===== config.mk =====
export PLATFORM = sky130hd
export DESIGN_NAME = ucore_bcd_conv
export DESIGN_NICKNAME = d
export VERILOG_FILES = /design/src/rtl/ucore_bcd_pkg.sv /design/src/rtl/ucore_bcd_digit_adj.sv /design/src/rtl/ucore_bcd_conv.sv
export SDC_FILE = /design/constraint.sdc
export NUM_CORES = 1
export LEC_CHECK = 0
export ABC_CLOCK_PERIOD_IN_PS = 2370
export CORE_AREA = 2 2 161 163
export DETAILED_ROUTE_END_ITERATION = 12
export DIE_AREA = 0 0 163 165
export GPL_TIMING_DRIVEN = 1
export PLACE_DENSITY_LB_ADDON = 0.15
export SYNTH_ARGS = -nofsm -noshare
export SYNTH_HDL_FRONTEND = slang
export SYNTH_SLANG_ARGS = --single-unit

===== constraint.sdc =====
create_clock -name clk -period 2.37 [get_ports clk]
set_input_delay 0.474 -clock clk [delete_from_list [all_inputs] [get_ports clk]]
set_output_delay 0.474 -clock clk [all_outputs]
set_load 0.03 [all_outputs]

===== src/rtl/ucore_bcd_pkg.sv =====
// ucore_bcd_pkg
//   Shared constants and FSM encoding for the binary-to-BCD converter.
//   W_BIN_DEF / N_DIG_DEF : default operand width and BCD digit count
//   CNT_W                 : iteration counter width (counts W_BIN-1 .. 0)
//   DIG_W                 : width of one BCD digit
//   NDIG_W                : width of the significant-digit count output
package ucore_bcd_pkg;

  localparam int W_BIN_DEF = 64;
  localparam int N_DIG_DEF = 20;
  localparam int CNT_W     = 6;
  localparam int DIG_W     = 4;
  localparam int NDIG_W    = 5;

  typedef enum logic [1:0] {
    ST_IDLE = 2'd0,
    ST_CONV = 2'd1,
    ST_DONE = 2'd2
  } bcd_state_e;

endpackage


===== src/rtl/ucore_bcd_digit_adj.sv =====
// ucore_bcd_digit_adj
//   Combinational double-dabble correction cell: a BCD digit of 5 or more
//   gets +3 so that the following left shift carries correctly into the
//   next decimal digit. No carry leaves the cell.
//   i_dig : BCD digit before correction
//   o_dig : corrected digit
module ucore_bcd_digit_adj
  import ucore_bcd_pkg::*;
(
  input  logic [DIG_W-1:0] i_dig,
  output logic [DIG_W-1:0] o_dig
);

  assign o_dig = (i_dig >= DIG_W'(5)) ? (i_dig + DIG_W'(3)) : i_dig;

endmodule


===== src/rtl/ucore_bcd_conv.sv =====
// ucore_bcd_conv
//   Sequential binary-to-BCD converter (shift-and-add-3, one bit per cycle).
//   Accepts an operand in IDLE, runs W_BIN iterations, then presents the
//   packed BCD result on a ready/valid output.
//   Ports:
//     clk         : sole clock, rising edge
//     aresetn     : synchronous active-low reset
//     in_valid    : operand present
//     in_result   : binary operand [W_BIN]
//     in_ready    : idle, operand can be accepted
//     out_valid   : out_bcd holds a completed conversion
//     out_ready   : consumer accepts out_bcd
//     out_bcd     : packed BCD [4*N_DIG], digit 0 in [3:0]
//     out_ndigits : significant digit count 1..N_DIG (only when
//                   UCORE_BCD_NDIGITS_EN is defined)
//
//   state | meaning
//   ------+------------------------------------------------
//   IDLE  | in_ready=1, waiting for an operand
//   CONV  | one add-3 + shift iteration per cycle
//   DONE  | out_valid=1, out_bcd stable until out_ready
module ucore_bcd_conv
  import ucore_bcd_pkg::*;
#(
  parameter int W_BIN = W_BIN_DEF,
  parameter int N_DIG = N_DIG_DEF
) (
  input  logic                   clk,
  input  logic                   aresetn,
  input  logic                   in_valid,
  input  logic [W_BIN-1:0]       in_result,
  output logic                   in_ready,
  output logic                   out_valid,
  input  logic                   out_ready,
  output logic [DIG_W*N_DIG-1:0] out_bcd
`ifdef UCORE_BCD_NDIGITS_EN
  ,
  output logic [NDIG_W-1:0]      out_ndigits
`endif
);

  localparam int W_BCD = DIG_W * N_DIG;

  bcd_state_e         r_state;
  bcd_state_e         w_state_nxt;
  logic [CNT_W-1:0]   r_cnt;
  logic [W_BIN-1:0]   r_bin;
  logic [W_BCD-1:0]   r_bcd;
  logic [W_BCD-1:0]   w_adj;
  logic [W_BCD-1:0]   w_bcd_nxt;
  logic [W_BIN-1:0]   w_bin_nxt;
  logic               w_accept;
  logic               w_last;

  assign in_ready  = (r_state == ST_IDLE);
  assign out_valid = (r_state == ST_DONE);
  assign out_bcd   = r_bcd;
  assign w_accept  = in_valid && (r_state == ST_IDLE);
  assign w_last    = (r_state == ST_CONV) && (r_cnt == '0);

  for (genvar g = 0; g < N_DIG; g++) begin : g_adj
    ucore_bcd_digit_adj u_adj (
      .i_dig (r_bcd[g*DIG_W +: DIG_W]),
      .o_dig (w_adj[g*DIG_W +: DIG_W])
    );
  end

  // One iteration: corrected BCD and binary shifted left as a single register.
  assign w_bcd_nxt = {w_adj[W_BCD-2:0], r_bin[W_BIN-1]};
  assign w_bin_nxt = {r_bin[W_BIN-2:0], 1'b0};

  always_ff @(posedge clk) begin
    if (!aresetn) r_state <= ST_IDLE;
    else          r_state <= w_state_nxt;
  end

  always_comb begin
    w_state_nxt = r_state;
    unique case (r_state)
      ST_IDLE: if (in_valid)  w_state_nxt = ST_CONV;
      ST_CONV: if (w_last)    w_state_nxt = ST_DONE;
      ST_DONE: if (out_ready) w_state_nxt = ST_IDLE;
      default:                w_state_nxt = ST_IDLE;
    endcase
  end

  always_ff @(posedge clk) begin
    if (!aresetn) begin
      r_bcd <= '0;
      r_bin <= '0;
      r_cnt <= '0;
    end else if (w_accept) begin
      r_bin <= in_result;
      r_bcd <= '0;
      r_cnt <= CNT_W'(W_BIN - 1);
    end else if (r_state == ST_CONV) begin
      r_bcd <= w_bcd_nxt;
      r_bin <= w_bin_nxt;
      r_cnt <= r_cnt - CNT_W'(1);
    end
  end

`ifdef UCORE_BCD_NDIGITS_EN
  logic [NDIG_W-1:0] r_ndig;
  logic [NDIG_W-1:0] w_ndig;

  // Highest nonzero digit wins; an all-zero result still reports one digit.
  always_comb begin
    w_ndig = NDIG_W'(1);
    for (int i = 0; i < N_DIG; i++) begin
      if (w_bcd_nxt[i*DIG_W +: DIG_W] != '0) w_ndig = NDIG_W'(i + 1);
    end
  end

  always_ff @(posedge clk) begin
    if (!aresetn)    r_ndig <= NDIG_W'(1);
    else if (w_last) r_ndig <= w_ndig;
  end

  assign out_ndigits = r_ndig;
`endif

endmodule


==> results.json <==
{
  "synthesized_netlist_net_count": 1007,
  "synth-xor-area-share": 0.00354,
  "post_cts_hold_buffer_count": 0,
  "synth_flop_cell": "sky130_fd_sc_hd__dfxtp_1",
  "report.power.total_mw": 6.68,
  "synth_enable_flop_cells": 0,
  "average_instance_area_after_synthesis_um2": 8.27,
  "route.antenna.remaining_nets": 0,
  "crit_path_start": "r_state[0]",
  "pre_cts_slack_ns": 0.102,
  "timing.setup.tns_ns": 0,
  "initial_antenna_violation_count": 0,
  "cellPowerDensity_nw_per_um2": 672,
  "yosysTopAreaCell": "sky130_fd_sc_hd__dfxtp_1",
  "run_status": "completed",
  "maxCapViolations": 0,
  "p_int_mw": 4.72,
  "syn2layout_area_growth_pct": 33.9,
  "area_of_the_multi_input_gates_um2": 3980,
  "timing.final.crit_period_ns": 2.17,
  "combPwrFrac": 0.157,
  "regToRegStartpoint": "r_state[1]",
  "cp.buffers_inverters": 1,
  "worst_slew_margin_rel": 0.392,
  "critical_path.top_delay_family": "buffers and inverters",
  "floorplan.die.width_um": 163,
  "required_time_of_the_critical_path_ns": 1.90,
  "final_clock_skew_ns": 0.0128,
  "synth_async_sr_flop_share": 0,
  "largest_cells_by_area_after_synthesis": "sky130_fd_sc_hd__dfxtp_1, sky130_fd_sc_hd__a21oi_1, sky130_fd_sc_hd__ha_1",
  "finalCritPeriodShare": 0.917,
  "dpl.cell_count": 1339,
  "buffer_ports.inserted": 149,
  "grt_pass1_vias": 6261,
  "cp_cell_sequence": "nor2_1 > clkdlybuf4s50_1",
  "clock_sink_count": 152,
  "layout-drive-gt1-share": 0.0768,
  "detailed_place_hpwl_mm": 13.3,
  "ys_top_cells_by_count": "sky130_fd_sc_hd__a21oi_1, sky130_fd_sc_hd__dfxtp_1, sky130_fd_sc_hd__nand2_1",
  "worst_slack_ns": 0.196,
  "cts.path.max_buffers": 2,
  "grt_max_degree": 73,
  "setup_viol_count_final": 0,
  "min-delay-path-class": "reg -> reg",
  "cts-buffers-inserted": 17,
  "cp.arrival_ns": 1.70,
  "clk-insertion-delay-late_ns": 0.43,
  "slowest_stage": "sky130_fd_sc_hd__clkdlybuf4s50_1",
  "critical_path.max_stage_delay_ns": 0.70,
  "ys_seq_elements": 152,
  "drt_first_pass_iters": 5,
  "die_height_um": 165,
  "gp_congestion": 0.752,
  "floorplan.core_area_um2": 25000,
  "seqPwrFrac": 0.418,
  "synth_top_family_by_area": "compound AO/OA/AOI/OAI gates",
  "num-fill-cells": 2573,
  "final-instance-count-excl-fill": 1371,
  "syn_area_um2": 7420,
  "wl_per_cell_um": 14.9,
  "post-synth-top-count-cell": "sky130_fd_sc_hd__a21oi_1",
  "n_antenna_cell": 0,
  "clk_root_buffer_cell": "sky130_fd_sc_hd__clkbuf_16",
  "switchingPower_mw": 1.96,
  "holdCritStartpoint": "r_bin[63]",
  "postRouteWirelength_mm": 20.4,
  "die_ar_um2": 26900,
  "postLayoutCoreUtil": 0.397,
  "residual_drc_count": 0,
  "fmaxAchievable_ghz": 0.460,
  "power_frac_clock": 0.425,
  "grt_first_pass_wirelength_mm": 32.3,
  "synthesis.yosys.warnings": 0,
  "synth-compound-area-share": 0.297,
  "path_clk_slew_ns": 0.07,
  "finalHoldViolCount": 0,
  "cts_max_level": 4,
  "start_kind": "register",
  "sequential_area_share_after_synthesis": 0.410,
  "netlist_instances": 897,
  "timing.final.max_slew_violations": 0,
  "yosys.area_share.simple": 0.132,
  "post_synth_num_cell_types": 34,
  "finish.net_count": 1138,
  "synth.area.mux_share": 0.0303,
  "timing.critical_path.to_type": "primary output",
  "initial_utilization": 0.296,
  "leakage_nw": 3.33,
  "drtIter0Drc": 546,
  "crit_path_category": "reg -> out",
  "gr-total-overflow": 0,
  "seqCellArea_um2": 3040,
  "synth_adder_area_share": 0.0708,
  "rsz0062_at_grt": "no",
  "core_rows": 58,
  "grt_use_total": 0.148,
  "drt-vias-per-instance": 5.05,
  "max-vdd-ir-drop_mv": 0.345,
  "tightest_pin_transition_ns": 0.912,
  "tritoncts": "done",
  "switching_share": 0.293,
  "max_fanout_on_critical_path": 5,
  "routed_via_count": 6918,
  "design.portCount": 150,
  "synth_top_cell_area_share": 0.410
}
path summary, 6_finish.rpt:
kind / end / slack (ns) / cells after the start
min reg2reg: out_bcd[0] / 0.45 / 2
max reg2reg: out_bcd[12] / 0.63 / 4
min: out_bcd[0] / 0.45 / 2
max: in_ready / 0.20 / 2
metrics by stage:
stage	hold WS [ns]	area, um^2
after CTS	0.457	9940
after floorplan	0.432	7420
after global placement	0.443	9340
after detailed placement	0.448	9340
after global routing	0.473	9940
final	0.454	9940
tightest hold or removal path, stage by stage, from the launching register on:
cell	delay, ns
sky130_fd_sc_hd__dfxtp_1	0.31
sky130_fd_sc_hd__nand2_1	0.05
sky130_fd_sc_hd__a21oi_1	0.05
registers in the layout (all words and copies together) (netlist names):
| name | count |
|---|---|
| out_bcd | 80 |
| r_bin | 64 |
| r_cnt | 6 |
| r_state | 2 |
cell families after synthesis:
logic type / after synthesis
adders and majority gates: 42
xor gates and xnor gates: 3
buffers and inverters: 100
and+or+nand+nor: 208
DFF: 152
muxes: 20
AOI/OAI and AO/OA: 372
cell usage in the layout, fill, tap and decap left out, drive strengths merged:
| cell type | instances |
|---|---|
| a2111oi | 19 |
| a211oi | 1 |
| a21oi | 167 |
| a22oi | 63 |
| a2bb2oi | 1 |
| a311oi | 1 |
| a31oi | 20 |
| a41oi | 19 |
| buf | 19 |
| bufinv | 2 |
| clkbuf | 17 |
| clkdlybuf4s50 | 148 |
| clkinv | 4 |
| dfxtp | 152 |
| dlygate4sd2 | 1 |
| ha | 42 |
| inv | 53 |
| mux2 | 20 |
| nand2 | 91 |
| nand2b | 21 |
| nand3 | 22 |
| nand3b | 1 |
| nand4 | 1 |
| nor2 | 44 |
| nor2b | 2 |
| nor3 | 3 |
| nor3b | 20 |
| nor4 | 1 |
| o211ai | 1 |
| o21ai | 79 |
| o31ai | 1 |
| or4 | 2 |
| xnor2 | 2 |
| xor2 | 1 |
final cells by class:
class | instances | share of cell area
clock buffers | 17 | 0.0428
clock inverters | 15 | 0.0181
inverters | 44 | 0.0166
multi-input cells | 645 | 0.401
flip-flops and latches | 152 | 0.306
well taps | 330 | 0.0415
repair buffers | 168 | 0.174
layer usage:
metal	part of all wire	wire length, um	track usage
met1	0.49	9930	0.200
met2	0.46	9350	0.239
met3	0.043	884	0.0342
met4	0.011	232	0.0382
met5	0	0	0
timing repair:
action,4_1_cts,5_1_grt
setup endpoints to repair,1,0
endpoints found under the hold margin,0,0
gates resized for setup,1,0
setup buffers,0,0
power by group through the flow:
stage	sequential (mW)	clock (mW)	combinational, mW
after detailed placement	2.85	0	1.06
after floorplan	2.88	0	0.596
final	2.79	2.84	1.05
after CTS	2.79	2.93	1.06
after global placement	2.85	0	1.05
after global routing	2.81	3.03	1.16
(Power assumes the default switching activity.)
